## src/rtl/sercmp_pkg.sv

```systemverilog
// Shared types and helpers for the bit-serial magnitude comparator.
// Optional LSB-first operation is selected by the SERCMP_LSB_FIRST_EN macro in the top.
package sercmp_pkg;

   typedef enum logic [1:0] {
      IDLE  = 2'd0,
      SHIFT = 2'd1,
      DONE  = 2'd2
   } sercmp_state_t;

   typedef struct packed {
      logic eq;
      logic lt;
      logic gt;
   } cmp_result_t;

   function automatic int cnt_width(input int n);
      return $clog2(n);
   endfunction

endpackage

```

## src/rtl/sercmp_bit_counter.sv

```systemverilog
// Counts accepted bit pairs of one operand transfer; flags the final bit as it is accepted.
import sercmp_pkg::*;

module sercmp_bit_counter #(
   parameter int N = 16
) (
   input  logic                    clk,
   input  logic                    rst,
   input  logic                    clr,
   input  logic                    inc,
   output logic [cnt_width(N)-1:0] count,
   output logic                    last
);

   localparam int CW = cnt_width(N);

   assign last = inc && (count == CW'(N - 1));

   // Wrapping to zero on the final bit keeps non-power-of-two N consistent.
   always_ff @(posedge clk) begin
      if (rst) begin
         count <= '0;
      end else if (clr || last) begin
         count <= '0;
      end else if (inc) begin
         count <= count + 1'b1;
      end
   end

endmodule

```

## src/rtl/serial_mag_comparator.sv

```systemverilog
// Bit-serial unsigned magnitude comparator: two operands arrive one bit pair per cycle.
// Define SERCMP_LSB_FIRST_EN for LSB-first operand order (default is MSB first).
import sercmp_pkg::*;

module serial_mag_comparator #(
   parameter int N = 16
) (
   input  logic clk,
   input  logic rst,
   input  logic start,
   input  logic bit_valid,
   input  logic a_bit,
   input  logic b_bit,
   output logic busy,
   output logic result_valid,
   output logic eq,
   output logic lt,
   output logic gt
);

   localparam int CW = cnt_width(N);

   sercmp_state_t state, state_n;
   logic          decided, decided_n;
   logic          lt_r, lt_n;
   logic          gt_r, gt_n;
   logic          load_res;
   cmp_result_t   res_q;

   logic          cnt_clr;
   logic          cnt_inc;
   logic          cnt_last;
   logic [CW-1:0] bit_count;
   logic          final_bit;

   // Start always wins over bit_valid, so a bit offered with start is never counted.
   assign cnt_clr   = start;
   assign cnt_inc   = (state == SHIFT) && bit_valid && !start;
   assign final_bit = cnt_last && (bit_count == CW'(N - 1));

   sercmp_bit_counter #(.N(N)) u_bit_counter (
      .clk   (clk),
      .rst   (rst),
      .clr   (cnt_clr),
      .inc   (cnt_inc),
      .count (bit_count),
      .last  (cnt_last)
   );

   always_comb begin
      state_n   = state;
      decided_n = decided;
      lt_n      = lt_r;
      gt_n      = gt_r;
      load_res  = 1'b0;
      case (state)
         IDLE: begin
            if (start) begin
               decided_n = 1'b0;
               lt_n      = 1'b0;
               gt_n      = 1'b0;
               state_n   = SHIFT;
            end
         end
         SHIFT: begin
            if (start) begin
               decided_n = 1'b0;
               lt_n      = 1'b0;
               gt_n      = 1'b0;
            end else if (bit_valid) begin
`ifdef SERCMP_LSB_FIRST_EN
               // Later bits are more significant, so every difference overrides.
               if (a_bit != b_bit) begin
                  gt_n = a_bit;
                  lt_n = b_bit;
               end
`else
               if (!decided && (a_bit != b_bit)) begin
                  decided_n = 1'b1;
                  gt_n      = a_bit;
                  lt_n      = b_bit;
               end
`endif
               if (final_bit) begin
                  load_res = 1'b1;
                  state_n  = DONE;
               end
            end
         end
         DONE: begin
            if (start) begin
               decided_n = 1'b0;
               lt_n      = 1'b0;
               gt_n      = 1'b0;
               state_n   = SHIFT;
            end else begin
               state_n = IDLE;
            end
         end
         default: state_n = IDLE;
      endcase
   end

   always_ff @(posedge clk) begin
      if (rst) begin
         state   <= IDLE;
         decided <= 1'b0;
         lt_r    <= 1'b0;
         gt_r    <= 1'b0;
         res_q   <= '0;
      end else begin
         state   <= state_n;
         decided <= decided_n;
         lt_r    <= lt_n;
         gt_r    <= gt_n;
         // Result register is loaded as DONE is entered so it is valid with the strobe.
         if (load_res) begin
            res_q.eq <= !(lt_n || gt_n);
            res_q.lt <= lt_n;
            res_q.gt <= gt_n;
         end
      end
   end

   assign busy         = (state == SHIFT);
   assign result_valid = (state == DONE);
   assign eq           = res_q.eq;
   assign lt           = res_q.lt;
   assign gt           = res_q.gt;

endmodule

```

## config.mk

```make
export PLATFORM = sky130hd
export DESIGN_NAME = serial_mag_comparator
export DESIGN_NICKNAME = d
export VERILOG_FILES = /design/src/rtl/sercmp_pkg.sv /design/src/rtl/sercmp_bit_counter.sv /design/src/rtl/serial_mag_comparator.sv
export SDC_FILE = /design/constraint.sdc
export NUM_CORES = 1
export LEC_CHECK = 0
export CAP_MARGIN = 0
export CORE_AREA = 8 8 55 57
export DETAILED_ROUTE_END_ITERATION = 10
export DIE_AREA = 0 0 63 65
export PLACE_DENSITY_LB_ADDON = 0.05
export SYNTH_ARGS = -nofsm -noshare
export SYNTH_HDL_FRONTEND = slang
export SYNTH_HIERARCHICAL = 1
export SYNTH_SLANG_ARGS = --single-unit
```

## constraint.sdc

```tcl
create_clock -name clk -period 2.2 [get_ports clk]
set_input_delay 0.44 -clock clk [delete_from_list [all_inputs] [get_ports clk]]
set_output_delay 0.44 -clock clk [all_outputs]
set_load 0.05 [all_outputs]
```

==> flow_summary.toml, run 1 <==
[outcome]
status = "completed"

[global_routing]
met2_usage = 0.1191
grt_max_degree = 11
busiest_layer = "met2"
grt_pass1_vias = 525
grt_util_met1 = 0.08031
antenna_found_initial = 0
grt_pass1_wl_mm = 2.408
overflow = 0
grt_use_total = 0.07638
use_met3 = 0.03265

[worst_setup_path]
rr_endpoint = "gt$_SDFFE_PP0P_"
critPathRequiredTime_ps = 1760
worst-path-max-fanout = 7
cp-start-kind = "flop"
regToRegStartpoint = "state[0]$_SDFFE_PP0P_"
end_kind = "output port"
critPathKind = "reg2out"
rrSetupSlack_ps = 480
arrival_ps = 1670
crit_path_end = "result_valid"
setup.worst_path.start = "state[1]$_SDFFE_PP0P_"
ff2ff_path_depth = 6

[sta]
period_needed_ps = 2107
finClkSkew_ps = 1.119
rsz0062_at_grt = "no"
final-setup-viol-count = 0
hold_viol_final = 0
timing.fmax_mhz = 474.7
holdWs_ps = 502.3
finalMaxSlewViolations = 0
period_share = 0.9576
max-slew-margin-rel = 0.6634
tns_ps = 0
worstMarginPinSlew_ps = 503.3

[floorplanning]
initial_utilization = 0.2906
ios = 11
placementRows = 17
design.core.area_um2 = 2148
die_x_um = 63
die_h_um = 65
dieArea_um2 = 4095

[clock_network]
clkSinkCount = 12
htreeDepth = 1
clk_pin_slew_ps = 80
numCtsBuffers = 3
cts_buffer_depth = 2
post_cts_buffers = 0
clkLatencyLatePin_ps = 270
holdBufCountCts = 0
root_buffer = "clkbuf_4"
cts_tree = "yes"

[place]
gp_congestion = 0.7450
port_buffers = 10
place_hpwl_mm = 1.137

[synthesis]
ys_seq_elements = 12
synthCells = 68
synthArstFlopShare = 0
syn_nets = 75
yosysSeqAreaShare = 0.3848
synth-edff-count = 0
yosysWarnings = 6
syn_avg_cell_area_um2 = 9.182
ys_types = 35
synth_area_um2 = 624.3
yosys_most_used_dff = "dfxtp_1"

[route]
detail_route.wl_per_cell_um = 13.04
ant_nets = 0
dr.pass1.iters = 4
dr_total_vias = 539
first_iter_violations = 14
drt_wl_total_mm = 1.460
drc_errors = 0
vias_per_cell = 4.813

[layout]
layout-drive-gt1-share = 0.1667
final_common_cell = "dfxtp_1"
areaGrowthSynthToFinish_pct = 30.86
fill_cells = 229
layout_common_cells = "dfxtp_1 (12), clkdlybuf4s50_1 (9), nand2_1 (5)"
fin_nets = 92
diodes = 0

[power]
ir_drop_mv = 0.2257
p_per_area_nw_per_um2 = 558.2
power.leakage_nw = 0.2945
total_power_mw = 0.4560

[worst_hold_path]
hold_path.class = "reg2reg"
whs_path_depth = 2

[job]
cap_viol_max_count = 0
==> report_power, final <==
part           leakage, nW  switching, mW  internal, mW
Clock               0.0210         0.0789         0.101
Combinational        0.176         0.0275        0.0265
Sequential          0.0970        0.00303         0.219
Total                0.294          0.109         0.347
==> through the flow <==
step,area [um2],setup slack [ps],instances,util
detailed placement,778.2,48.01,108,0.3623
floorplan,624.3,382.9,68,-
global route,817.0,0.6801,112,0.3803
finish,817.0,93.36,112,0.3803
global placement,778.2,54.44,108,0.3623
CTS,814.5,67.08,112,0.3792
==> logic make-up after synthesis <==
kind of cell,Yosys count,share of synthesized area
and+or+nand+nor,32,0.3287
muxes,1,0.01603
DFF,12,0.3848
adders and majority gates,1,0.02004
xor gates and xnor gates,4,0.05612
buffers and inverters,3,0.01803
AOI/OAI and AO/OA,15,0.1764
==> worst min path at each step <==
stage | start | endpoint | slack [ps]
6_report | decided$_SDFFE_PP0P_ | decided$_SDFFE_PP0P_ | 500
5_1_grt | decided$_SDFFE_PP0P_ | decided$_SDFFE_PP0P_ | 530
4_1_cts | decided$_SDFFE_PP0P_ | decided$_SDFFE_PP0P_ | 500
3_5_place_dp | decided$_SDFFE_PP0P_ | decided$_SDFFE_PP0P_ | 490
3_3_place_gp | eq$_SDFFE_PP0P_ | eq$_SDFFE_PP0P_ | 490
2_1_floorplan | decided$_SDFFE_PP0P_ | decided$_SDFFE_PP0P_ | 470
==> routing by layer <==
metal	routed length, um	vias to the layer above
met2	691	7
li1	-	286
met5	0	-
met3	68	4
met4	33	0
met1	666	242
==> final cells by class <==
| cell class | instances | area (um2) | area share |
|---|---|---|---|
| timing repair buffer | 13 | 125.1 | 0.1531 |
| tap | 28 | 35.03 | 0.04288 |
| inverter | 2 | 7.507 | 0.009188 |
| clock buffer | 4 | 36.28 | 0.04441 |
| sequential | 12 | 240.2 | 0.2940 |
| multi-input combinational | 53 | 372.9 | 0.4564 |
==> registers in the layout, indices dropped and copies added, names as in the netlist <==
name,cells
gt_r,1
lt,1
decided,1
lt_r,1
eq,1
u_bit_counter/count,4
state,2
gt,1
==> critical path, stage by stage, from the launching register on <==
cell	delay [ps]
dfxtp_1	450
and2b_1	150
clkdlybuf4s50_1	790
==> synth_stat cells (all sizes together) (2+ instances only) <==
| master | count | area, um2 |
|---|---|---|
| o21ai | 2 | 10.01 |
| dfxtp | 12 | 240.2 |
| nand2 | 5 | 18.77 |
| o211ai | 2 | 15.01 |
| xnor2 | 2 | 17.52 |
| nor3 | 2 | 10.01 |
| inv | 2 | 7.510 |
| and2 | 2 | 12.51 |
| xor2 | 2 | 17.52 |
| nor2 | 3 | 11.26 |
| nand3 | 2 | 10.01 |
| a311oi | 2 | 17.52 |
| or3 | 2 | 17.52 |
| nand4 | 3 | 18.77 |
| nor2b | 4 | 25.02 |
| a21oi | 3 | 18.77 |
| and4 | 2 | 20.02 |
| a31oi | 2 | 12.51 |
==> what timing repair did <==
item,4_1_cts,5_1_grt
hold endpoints to repair,0,0
setup endpoints to repair,0,1
resized for setup,0,1
No activity file was read; power rests on OpenSTA's default activity.
==> run 2, diff against run 1 <==
==> constraint.sdc (replaced) <==
create_clock -name clk -period 2.2 [get_ports clk]
set_input_delay 0.33 -clock clk [delete_from_list [all_inputs] [get_ports clk]]
set_output_delay 0.33 -clock clk [all_outputs]
set_load 0.05 [all_outputs]
==> run 2 against run 1 <==
Compared with the run above: fmax grew 4.5%; clock skew grew 4.2 ps; register-to-register slack is essentially flat; clock-buffer cell count is the same; sequential power is essentially flat; via count grew 4.5%; worst hold slack lost 0.96 ps; total power grew 0.66%; critical path depth is the same; largest power group unchanged.
==> flow_summary.toml, run 2 (synthesized netlist as in run 1, its figures left out) <==
[outcome]
status = "completed"

[floorplanning]
design.core.area_um2 = 2148
ios = 11
die_h_um = 65
die_x_um = 63
placementRows = 17
initial_utilization = 0.2906
dieArea_um2 = 4095

[worst_setup_path]
slowest_delay_ps = 790
end_kind = "output port"
critPathRequiredTime_ps = 1870
cp-start-kind = "flop"
critPathKind = "reg2out"
worst-path-max-fanout = 7
arrival_ps = 1690
crit_slowest_cell = "clkdlybuf4s50_1"
path_delay_family = "buffers and inverters"
cp_num_buf_inv = 1
crit_chain = "and2b_1 -> clkdlybuf4s50_1"

[place]
port_buffers = 10
gp_congestion = 0.7658
place_hpwl_mm = 1.123
dp.cells = 109

[clock_network]
clk_pin_slew_ps = 80
clkSinkCount = 12
clkLatencyLatePin_ps = 270
post_cts_buffers = 0
cts_buffer_depth = 2
holdBufCountCts = 0
cts_tree = "yes"
numCtsBuffers = 3
cts_resized = 0
htreeDepth = 1
root_buffer = "clkbuf_4"

[global_routing]
grt_pass1_vias = 545
antenna_found_initial = 0
grt_use_total = 0.07523
overflow = 0
grt_max_degree = 11
grt_pass1_wl_mm = 2.421

[layout]
final_cells = 113
layout_common_cells = "dfxtp_1 (12), clkdlybuf4s50_1 (10), nand2_1 (5)"
layout-drive-gt1-share = 0.1765
fill_cells = 235
reg_top3 = "u_bit_counter/count: 4 flops, state: 2 flops"
final_common_cell = "dfxtp_1"
top_register = "u_bit_counter/count"
areaGrowthSynthToFinish_pct = 31.66
fin_nets = 93
final_util = 0.3826
diodes = 0
largest_reg_flops = 4

[route]
vias_per_cell = 4.982
dr.pass1.iters = 4
dr_total_vias = 563
drc_errors = 0
detail_route.wl_per_cell_um = 12.95
drt_wl_total_mm = 1.463
ant_nets = 0
first_iter_violations = 14

[sta]
period_needed_ps = 2016
rsz0062_at_grt = "no"
period_share = 0.9162
final-setup-viol-count = 0
max-slew-margin-rel = 0.6669
worstMarginPinSlew_ps = 498.0
hold_viol_final = 0
tns_ps = 0
finClkSkew_ps = 5.294
finalMaxSlewViolations = 0
timing.fmax_mhz = 496.1

[power]
ir_drop_mv = 0.2569
p_per_area_nw_per_um2 = 558.4
power.leakage_nw = 0.2869

[worst_hold_path]
hold_path.class = "reg2reg"

[job]
cap_viol_max_count = 0
-- run 2: final cells by class --
class | count | area, um2 | share of cell area
multi-input combinational | 53 | 372.9 | 0.4536
sequential | 12 | 240.2 | 0.2922
timing repair buffer | 14 | 130.1 | 0.1583
clock buffer | 4 | 36.28 | 0.04414
tap | 28 | 35.03 | 0.04262
inverter | 2 | 7.507 | 0.009132
-- run 2: final timing paths --
path                                       startpoint              endpoint  slack, ps  depth (start not counted)
worst max-delay path            state[1]$_SDFFE_PP0P_          result_valid        180                          2
worst min-delay path             decided$_SDFFE_PP0P_  decided$_SDFFE_PP0P_        500                          2
worst max register to register  state[0]$_SDFFE_PP0P_       gt$_SDFFE_PP0P_        470                          6
worst min register to register   decided$_SDFFE_PP0P_  decided$_SDFFE_PP0P_        500                          2
-- run 2: worst min-delay path, stage by stage (launching register included) --
cell	delay, ps
dfxtp_1	340
nand2_1	80
a21oi_2	50
-- run 2: power breakdown --
group          leakage (nW)  internal [mW]  switching, mW
logic                 0.169         0.0278         0.0282
registers            0.0970          0.219        0.00315
clock network        0.0210          0.101         0.0799
-- run 2: routing by layer --
layer	track usage	wire, um
met1	0.08008	690
met2	0.1165	700
met3	0.03093	54
met4	0.05983	18
met5	0	0
-- run 2: stage by stage --
stage / total power, mW / setup WS (ps) / area (um2) / hold WS, ps
after floorplan: 0.2575 / 412.5 / 624.3 / 406.8
after global placement: 0.2842 / 165.4 / 785.8 / 490.7
after detailed placement: 0.2836 / 159.9 / 785.8 / 493.6
after CTS: 0.4648 / 170.0 / 822.0 / 504.9
after global routing: 0.4845 / 80.45 / 822.0 / 530.9
final: 0.4590 / 184.4 / 822.0 / 501.4
